$ cat src/rtl/bali_pkg.sv
// rtl/bali_pkg.sv - shared bytecode core types and opcode constants
//
// Purpose:
//    Types and constants shared by the fetch unit, the operand-length decoder
//    and the control unit of the bytecode core.
// Contents:
//    fetch_state_t  fetch sequencer state encoding
//    OP_*           opcode byte values referenced by the core
package bali_pkg;

   typedef enum logic [2:0] {
      ST_IDLE  = 3'd0,
      ST_RD_OP = 3'd1,
      ST_RD_A1 = 3'd2,
      ST_RD_A2 = 3'd3,
      ST_ISSUE = 3'd4,
      ST_HALT  = 3'd5
   } fetch_state_t;

   localparam logic [7:0] OP_NOP          = 8'h00;
   localparam logic [7:0] OP_BIPUSH       = 8'h10;
   localparam logic [7:0] OP_SIPUSH       = 8'h11;
   localparam logic [7:0] OP_LDC          = 8'h12;
   localparam logic [7:0] OP_LDC_W        = 8'h13;
   localparam logic [7:0] OP_ILOAD        = 8'h15;
   localparam logic [7:0] OP_ISTORE       = 8'h36;
   localparam logic [7:0] OP_IADD         = 8'h60;
   localparam logic [7:0] OP_IINC         = 8'h84;
   localparam logic [7:0] OP_IFEQ         = 8'h99;
   localparam logic [7:0] OP_GOTO         = 8'hA7;
   localparam logic [7:0] OP_RETURN       = 8'hB1;
   localparam logic [7:0] OP_INVOKESTATIC = 8'hB8;
   localparam logic [7:0] OP_NEWARRAY     = 8'hBC;

endpackage

$ cat src/rtl/bytecode_fetch_if.sv
// rtl/bytecode_fetch_if.sv - program-memory and instruction-issue bus of the fetch unit
//
// Purpose:
//    Bundles the program ROM read port and the fetch-to-control issue
//    handshake into one bus.
// Signals:
//    prog_addr  registered ROM read address (fetch -> ROM)
//    prog_data  ROM byte, valid one cycle after prog_addr (ROM -> fetch)
//    op_code    current opcode (fetch -> control)
//    arg1/arg2  operand bytes, 0 when unused (fetch -> control)
//    op_valid   op_code/arg1/arg2 valid and held until op_done (fetch -> control)
//    op_done    one-cycle retire pulse (control -> fetch)
//    offset     signed branch offset sampled with op_done (control -> fetch)
// Modports:
//    master  fetch unit side
//    slave   ROM/control side
interface bytecode_fetch_if #(
   parameter int ADDR_WIDTH = 16
);

   logic [ADDR_WIDTH-1:0] prog_addr;
   logic [7:0]            prog_data;
   logic [7:0]            op_code;
   logic [7:0]            arg1;
   logic [7:0]            arg2;
   logic                  op_valid;
   logic                  op_done;
   logic [15:0]           offset;

   modport master (
      output prog_addr,
      input  prog_data,
      output op_code,
      output arg1,
      output arg2,
      output op_valid,
      input  op_done,
      input  offset
   );

   modport slave (
      input  prog_addr,
      output prog_data,
      input  op_code,
      input  arg1,
      input  arg2,
      input  op_valid,
      output op_done,
      output offset
   );

endinterface

$ cat src/rtl/oplen_decode.sv
// rtl/oplen_decode.sv - opcode to operand-byte-count decoder
//
// Purpose:
//    Combinational lookup of how many operand bytes follow an opcode.
//    Shared between the fetch unit and the control unit.
// Ports:
//    op_code  in   8  opcode byte
//    len      out  2  number of operand bytes (0, 1 or 2)
module oplen_decode
   import bali_pkg::*;
(
   input  logic [7:0] op_code,
   output logic [1:0] len
);

   always_comb begin
      len = 2'd0;
      // The whole conditional-branch family ifeq..goto carries a 16-bit offset.
      if (op_code >= OP_IFEQ && op_code <= OP_GOTO) begin
         len = 2'd2;
      end else begin
         case (op_code)
            OP_BIPUSH, OP_LDC, OP_ILOAD, OP_ISTORE, OP_NEWARRAY:
               len = 2'd1;
            OP_SIPUSH, OP_LDC_W, OP_IINC, OP_INVOKESTATIC:
               len = 2'd2;
            default:
               len = 2'd0;
         endcase
      end
   end

endmodule

$ cat src/rtl/bytecode_fetch.sv
// rtl/bytecode_fetch.sv - bytecode instruction fetch and PC sequencer
//
// Purpose:
//    Walks program memory from a PC, assembles opcode and operand bytes for
//    each instruction, presents them to control and holds them until control
//    retires the instruction, then advances the PC sequentially or by the
//    branch offset supplied with the retire pulse.
// Parameters:
//    ADDR_WIDTH  program address width; PC arithmetic wraps modulo 2**ADDR_WIDTH
// Ports:
//    clk     in   1           core clock, rising edge
//    rst     in   1           synchronous active-high reset
//    start   in   1           begin execution at PC 0 (IDLE/HALT only)
//    bus     master           ROM read port and instruction-issue handshake
//    pc      out  ADDR_WIDTH  address of the current opcode
//    halted  out  1           high after a return instruction retires
module bytecode_fetch
   import bali_pkg::*;
#(
   parameter int ADDR_WIDTH = 16
) (
   input  logic                  clk,
   input  logic                  rst,
   input  logic                  start,
   bytecode_fetch_if.master      bus,
   output logic [ADDR_WIDTH-1:0] pc,
   output logic                  halted
);

   fetch_state_t          state;
   fetch_state_t          state_nxt;

   logic [1:0]            dec_len;
   logic [1:0]            len_q;
   logic [7:0]            op_q;
   logic [7:0]            arg1_q;
   logic [7:0]            arg2_q;
   logic [ADDR_WIDTH-1:0] pc_q;
   logic [ADDR_WIDTH-1:0] addr_q;
   logic [ADDR_WIDTH-1:0] off_ext;
   logic [ADDR_WIDTH-1:0] next_pc;

   // Length of the byte arriving from the ROM; only meaningful in RD_OP,
   // where that byte is the opcode.
   oplen_decode u_oplen (
      .op_code (bus.prog_data),
      .len     (dec_len)
   );

   // Branch targets are relative to the opcode address, not the byte after
   // the operands; a zero offset means fall through.
   assign off_ext = ADDR_WIDTH'(signed'(bus.offset));
   assign next_pc = (bus.offset != 16'd0) ? pc_q + off_ext
                                          : pc_q + ADDR_WIDTH'(1) + ADDR_WIDTH'(len_q);

   always_ff @(posedge clk) begin
      if (rst) begin
         state <= ST_IDLE;
      end else begin
         state <= state_nxt;
      end
   end

   always_comb begin
      state_nxt = state;
      case (state)
         ST_IDLE, ST_HALT: begin
            if (start) state_nxt = ST_RD_OP;
         end
         ST_RD_OP: begin
            state_nxt = (dec_len == 2'd0) ? ST_ISSUE : ST_RD_A1;
         end
         ST_RD_A1: begin
            state_nxt = (len_q == 2'd2) ? ST_RD_A2 : ST_ISSUE;
         end
         ST_RD_A2: begin
            state_nxt = ST_ISSUE;
         end
         ST_ISSUE: begin
            // start is deliberately not looked at here: a retire always wins.
            if (bus.op_done) state_nxt = (op_q == OP_RETURN) ? ST_HALT : ST_RD_OP;
         end
         default: begin
            state_nxt = ST_IDLE;
         end
      endcase
   end

   // The ROM address streams forward one byte per read cycle so each operand
   // byte lands exactly one cycle after its address; the byte read after the
   // last operand is simply dropped.
   always_ff @(posedge clk) begin
      if (rst) begin
         pc_q   <= '0;
         addr_q <= '0;
         op_q   <= 8'd0;
         arg1_q <= 8'd0;
         arg2_q <= 8'd0;
         len_q  <= 2'd0;
      end else begin
         case (state)
            ST_IDLE, ST_HALT: begin
               if (start) begin
                  pc_q   <= '0;
                  addr_q <= '0;
                  arg1_q <= 8'd0;
                  arg2_q <= 8'd0;
               end
            end
            ST_RD_OP: begin
               op_q   <= bus.prog_data;
               len_q  <= dec_len;
               addr_q <= addr_q + ADDR_WIDTH'(1);
            end
            ST_RD_A1: begin
               arg1_q <= bus.prog_data;
               addr_q <= addr_q + ADDR_WIDTH'(1);
            end
            ST_RD_A2: begin
               arg2_q <= bus.prog_data;
               addr_q <= addr_q + ADDR_WIDTH'(1);
            end
            ST_ISSUE: begin
               if (bus.op_done) begin
                  pc_q   <= next_pc;
                  addr_q <= next_pc;
                  // Clear operands now so a shorter next instruction never
                  // shows stale bytes in its unused slots.
                  arg1_q <= 8'd0;
                  arg2_q <= 8'd0;
               end
            end
            default: begin
               pc_q <= pc_q;
            end
         endcase
      end
   end

   assign bus.prog_addr = addr_q;
   assign bus.op_code   = op_q;
   assign bus.arg1      = arg1_q;
   assign bus.arg2      = arg2_q;
   assign bus.op_valid  = (state == ST_ISSUE);
   assign pc            = pc_q;
   assign halted        = (state == ST_HALT);

endmodule

$ cat src/flat_wrapper.sv
// flat-port wrapper written by rule: the top's interface ports become plain ports
module bytecode_fetch_flat import bali_pkg::*;
#(
   parameter int ADDR_WIDTH = 16
)
  (clk, rst, start, pc, halted, bus_prog_addr, bus_prog_data, bus_op_code, bus_arg1, bus_arg2, bus_op_valid, bus_op_done, bus_offset);
  bytecode_fetch_if #(.ADDR_WIDTH(ADDR_WIDTH)) bus_i ();
  input  logic clk;
  input  logic rst;
  input  logic start;
  output logic [ADDR_WIDTH-1:0] pc;
  output logic halted;
  output wire logic [$bits(bus_i.prog_addr)-1:0] bus_prog_addr;
  input wire logic [$bits(bus_i.prog_data)-1:0] bus_prog_data;
  output wire logic [$bits(bus_i.op_code)-1:0] bus_op_code;
  output wire logic [$bits(bus_i.arg1)-1:0] bus_arg1;
  output wire logic [$bits(bus_i.arg2)-1:0] bus_arg2;
  output wire logic [$bits(bus_i.op_valid)-1:0] bus_op_valid;
  input wire logic [$bits(bus_i.op_done)-1:0] bus_op_done;
  input wire logic [$bits(bus_i.offset)-1:0] bus_offset;
  assign bus_prog_addr = bus_i.prog_addr;
  assign bus_i.prog_data = bus_prog_data;
  assign bus_op_code = bus_i.op_code;
  assign bus_arg1 = bus_i.arg1;
  assign bus_arg2 = bus_i.arg2;
  assign bus_op_valid = bus_i.op_valid;
  assign bus_i.op_done = bus_op_done;
  assign bus_i.offset = bus_offset;
  bytecode_fetch #(.ADDR_WIDTH(ADDR_WIDTH)) u_core (.clk(clk), .rst(rst), .start(start), .bus(bus_i), .pc(pc), .halted(halted));
endmodule
$ cat config.mk
export PLATFORM = sky130hd
export DESIGN_NAME = bytecode_fetch_flat
export DESIGN_NICKNAME = d
export VERILOG_FILES = /design/src/rtl/bali_pkg.sv /design/src/rtl/bytecode_fetch_if.sv /design/src/rtl/oplen_decode.sv /design/src/rtl/bytecode_fetch.sv /design/src/flat_wrapper.sv
export SDC_FILE = /design/constraint.sdc
export NUM_CORES = 1
export LEC_CHECK = 0
export CORE_MARGIN = 8
export CORE_UTILIZATION = 50
export DETAILED_ROUTE_END_ITERATION = 10
export PLACE_DENSITY = 0.89
export SLEW_MARGIN = 20
export SYNTH_ARGS = -nofsm -noshare
export SYNTH_HDL_FRONTEND = slang
export SYNTH_SLANG_ARGS = --single-unit
$ cat constraint.sdc
create_clock -name clk -period 6.3 [get_ports clk]
set_input_delay 1.26 -clock clk [delete_from_list [all_inputs] [get_ports clk]]
set_output_delay 1.26 -clock clk [all_outputs]
set_load 0.01 [all_outputs]
==> impl_metrics.env <==
export IMPL_status="finished clean"
export IMPL_stdcell_count=722
export IMPL_grt_first_pass_wirelength_mm=20.7
export IMPL_die_h_um=107
export IMPL_drt_wirelength_per_cell_um=17.4
export IMPL_nNetsFinal=660
export IMPL_setup_violations=0
export IMPL_cts_max_level=3
export IMPL_drv_cap=0
export IMPL_synth_distinct_cells=60
export IMPL_worst_endpoint_required_ns=5.04
export IMPL_fp_row_count=33
export IMPL_fmax_mhz=274
export IMPL_syn_cell_area_sq_um=4120
export IMPL_cts_clk_slew_worst_paths_ns=0.07
export IMPL_num_antenna_cells=0
export IMPL_hold_start="u_core.len_q[0]"
export IMPL_antenna_found_initial=0
export IMPL_cts_hold_buf=0
export IMPL_core_area_sq_um=8090
export IMPL_globalplace_congestion=0.890
export IMPL_seq_area_frac_synth_pct=29.7
export IMPL_start_util_pct=50.9
export IMPL_relSlewSlack_pct=30.7
export IMPL_reg2reg_depth=10
export IMPL_hold_end="u_core.len_q[0]"
export IMPL_placedCellCount=706
export IMPL_drtIter0Drc=324
export IMPL_final_common_cell="clkdlybuf4s50_1"
export IMPL_async_flop_share_pct=0
export IMPL_finalCritPeriodShare_pct=57.8
export IMPL_leakage_uw=0.00183
export IMPL_dr_total_vias=4408
export IMPL_cts_root_buf="clkbuf_8"
export IMPL_synth_enable_flop_cells=0
export IMPL_clock_sinks=61
export IMPL_drive_gt1_share_pct=6.48
export IMPL_critPathCaptureType="primary output"
export IMPL_avgSynthCellArea_sq_um=7.62
export IMPL_clockBufferDepth=2
export IMPL_grt_overflow=0
export IMPL_grt_pass1_vias=4316
export IMPL_final_min_clock_period_ns=3.64
export IMPL_met2_usage_pct=38.5
export IMPL_slowest_delay_ns=0.74
export IMPL_cp_arrival_ns=2.38
export IMPL_met1_usage_pct=23.7
export IMPL_path_class="flip-flop to primary output"
export IMPL_die_width_um=107
export IMPL_cts_resized=0
export IMPL_grt_start_max_net_pins=65
export IMPL_area_growth_pct=26.1
export IMPL_synth_ff_type="dfxtp_1"
export IMPL_tightestPinTransition_ns=1.04
export IMPL_first_pass_iters=5
export IMPL_track_usage_pct=22.0
export IMPL_hpwl_mm=9.33
export IMPL_r2r_start="u_core.pc[0]"
export IMPL_syn_inst=540
export IMPL_cts_setup_buffers=0
export IMPL_cts_tree="yes"
export IMPL_drt_vias_per_instance=6.11
export IMPL_cts_buffers=9
export IMPL_hold_viol_final=0
export IMPL_ios=86
export IMPL_yosysWarnings=0
export IMPL_busiest_layer="met2"
export IMPL_io_buffers=85
export IMPL_rrSetupSlack_ns=3.68
export IMPL_hold_path_class="flip-flop to flip-flop"
export IMPL_path_cells="nor2_1, nand2_2, clkinv_1, clkdlybuf4s50_1"
export IMPL_setup_tns_ns=0
export IMPL_ys_seq_elements=61
export IMPL_clock_latency_ns=0.35
export IMPL_start_kind="flip-flop"
export IMPL_worstPathMaxFanout=22
export IMPL_skew_ns=0.00692
export IMPL_routed_wl_mm=12.6
export IMPL_rsz0062_at_grt="no"
export IMPL_whs_ns=0.457
export IMPL_final_cell_mix="clkdlybuf4s50_1, nand2_1, nor2_1"
export IMPL_drc_errors=0
export IMPL_crit_start="u_core.state[0]"
export IMPL_slew_violations=0
export IMPL_holdPathStages=2
export IMPL_power_density_nw_per_um2=182
export IMPL_die_area_sq_um=11400
export IMPL_antenna_left=0
export IMPL_grt_use_met3_pct=7.32
export IMPL_crit_reg2reg_capture="u_core.bus.prog_addr[14]"
export IMPL_cp_slowest_cell="dfxtp_1"
export IMPL_max_vdd_ir_drop_mv=0.161
export IMPL_syn_nets=588
[state kept, by name, indices dropped and copies added, names as in the netlist]
name and cells:
u_core.bus.prog_addr 16, u_core.pc 16, u_core.bus.arg1 8, u_core.bus.arg2 8
u_core.bus.op_code 8, u_core.state 3, u_core.len_q 2
[metal layers]
layer,wire (um),part of all wire (%)
met3,1010,8.0
met4,355,2.8
met5,0,0
met2,6250,50
met1,4980,40
[cell usage after synthesis (all sizes together) (3+ instances only)]
| cell type | n | area share, % |
|---|---|---|
| a211oi | 14 | 3.2 |
| a21o | 7 | 1.3 |
| a21oi | 61 | 7.8 |
| a22oi | 25 | 4.6 |
| a31oi | 9 | 1.5 |
| and3 | 7 | 1.1 |
| and4 | 6 | 1.3 |
| buf | 11 | 1.4 |
| clkbuf | 15 | 1.4 |
| dfxtp | 61 | 30 |
| ha | 18 | 5.5 |
| inv | 14 | 1.3 |
| nand2 | 70 | 6.5 |
| nand3 | 17 | 2.1 |
| nand3b | 6 | 1.1 |
| nand4 | 6 | 0.91 |
| nor2 | 66 | 6.0 |
| nor2b | 3 | 0.46 |
| nor3 | 9 | 1.2 |
| nor4 | 5 | 0.76 |
| o211ai | 10 | 1.9 |
| o21a | 3 | 0.55 |
| o21ai | 31 | 3.8 |
| o21bai | 3 | 0.55 |
| xnor2 | 13 | 2.8 |
| xor2 | 18 | 3.8 |
[where the power goes]
group          switching, uW  total [uW]  internal, uW
clock                    172         356           184
sequential              16.9         412           395
combinational            105         177          72.1
[worst max-delay path by stage]
stage | depth (start not counted) | end | slack (ns)
final | 4 | bus_op_valid | 2.66
after global routing | 4 | bus_op_valid | 2.54
after CTS | 4 | bus_op_valid | 2.71
after detailed placement | 10 | u_core.bus.prog_addr[8] | 2.36
after global placement | 7 | u_core.bus.prog_addr[14] | 2.39
after floorplan | 9 | u_core.pc[14] | 3.16
[stage by stage]
stage / power [uW] / setup WS [ns] / cell area (sq um) / util (%)
finish: 945 / 2.66 / 5190 / 64.1
detailed placement: 595 / 2.36 / 4990 / 61.7
global route: 985 / 2.54 / 5190 / 64.1
global placement: 588 / 2.39 / 4990 / 61.7
floorplan: 525 / 3.16 / 4120 / -
CTS: 945 / 2.71 / 5190 / 64.1
[cell families after synthesis]
kind of cell             after synthesis  share of synthesized area, %
AND/OR/NAND/NOR                      210                          24.3
AO/OA/AOI/OAI                        175                          28.4
buffers and inverters                 41                          4.17
multiplexers                           2                         0.486
XOR/XNOR                              31                          6.60
adder cells (fa/ha/maj)               20                          6.45
flip-flops                            61                          29.7
[critical path: cells and delay by family (launching register included)]
| family | cells | cell delay (ns) |
|---|---|---|
| buffers and inverters | 2 | 0.91 |
| DFF | 1 | 0.74 |
| and+or+nand+nor | 2 | 0.38 |
[cell type report]
class	instances	area (sq um)
multi-input combinational	438	2720
inverter	15	56.3
sequential	61	1220
timing repair buffer	87	861
tap	105	131
fill	705	2900
clock buffer	9	124
clock inverter	7	75.1
Note: power is estimated with default switching activity, not from simulation.
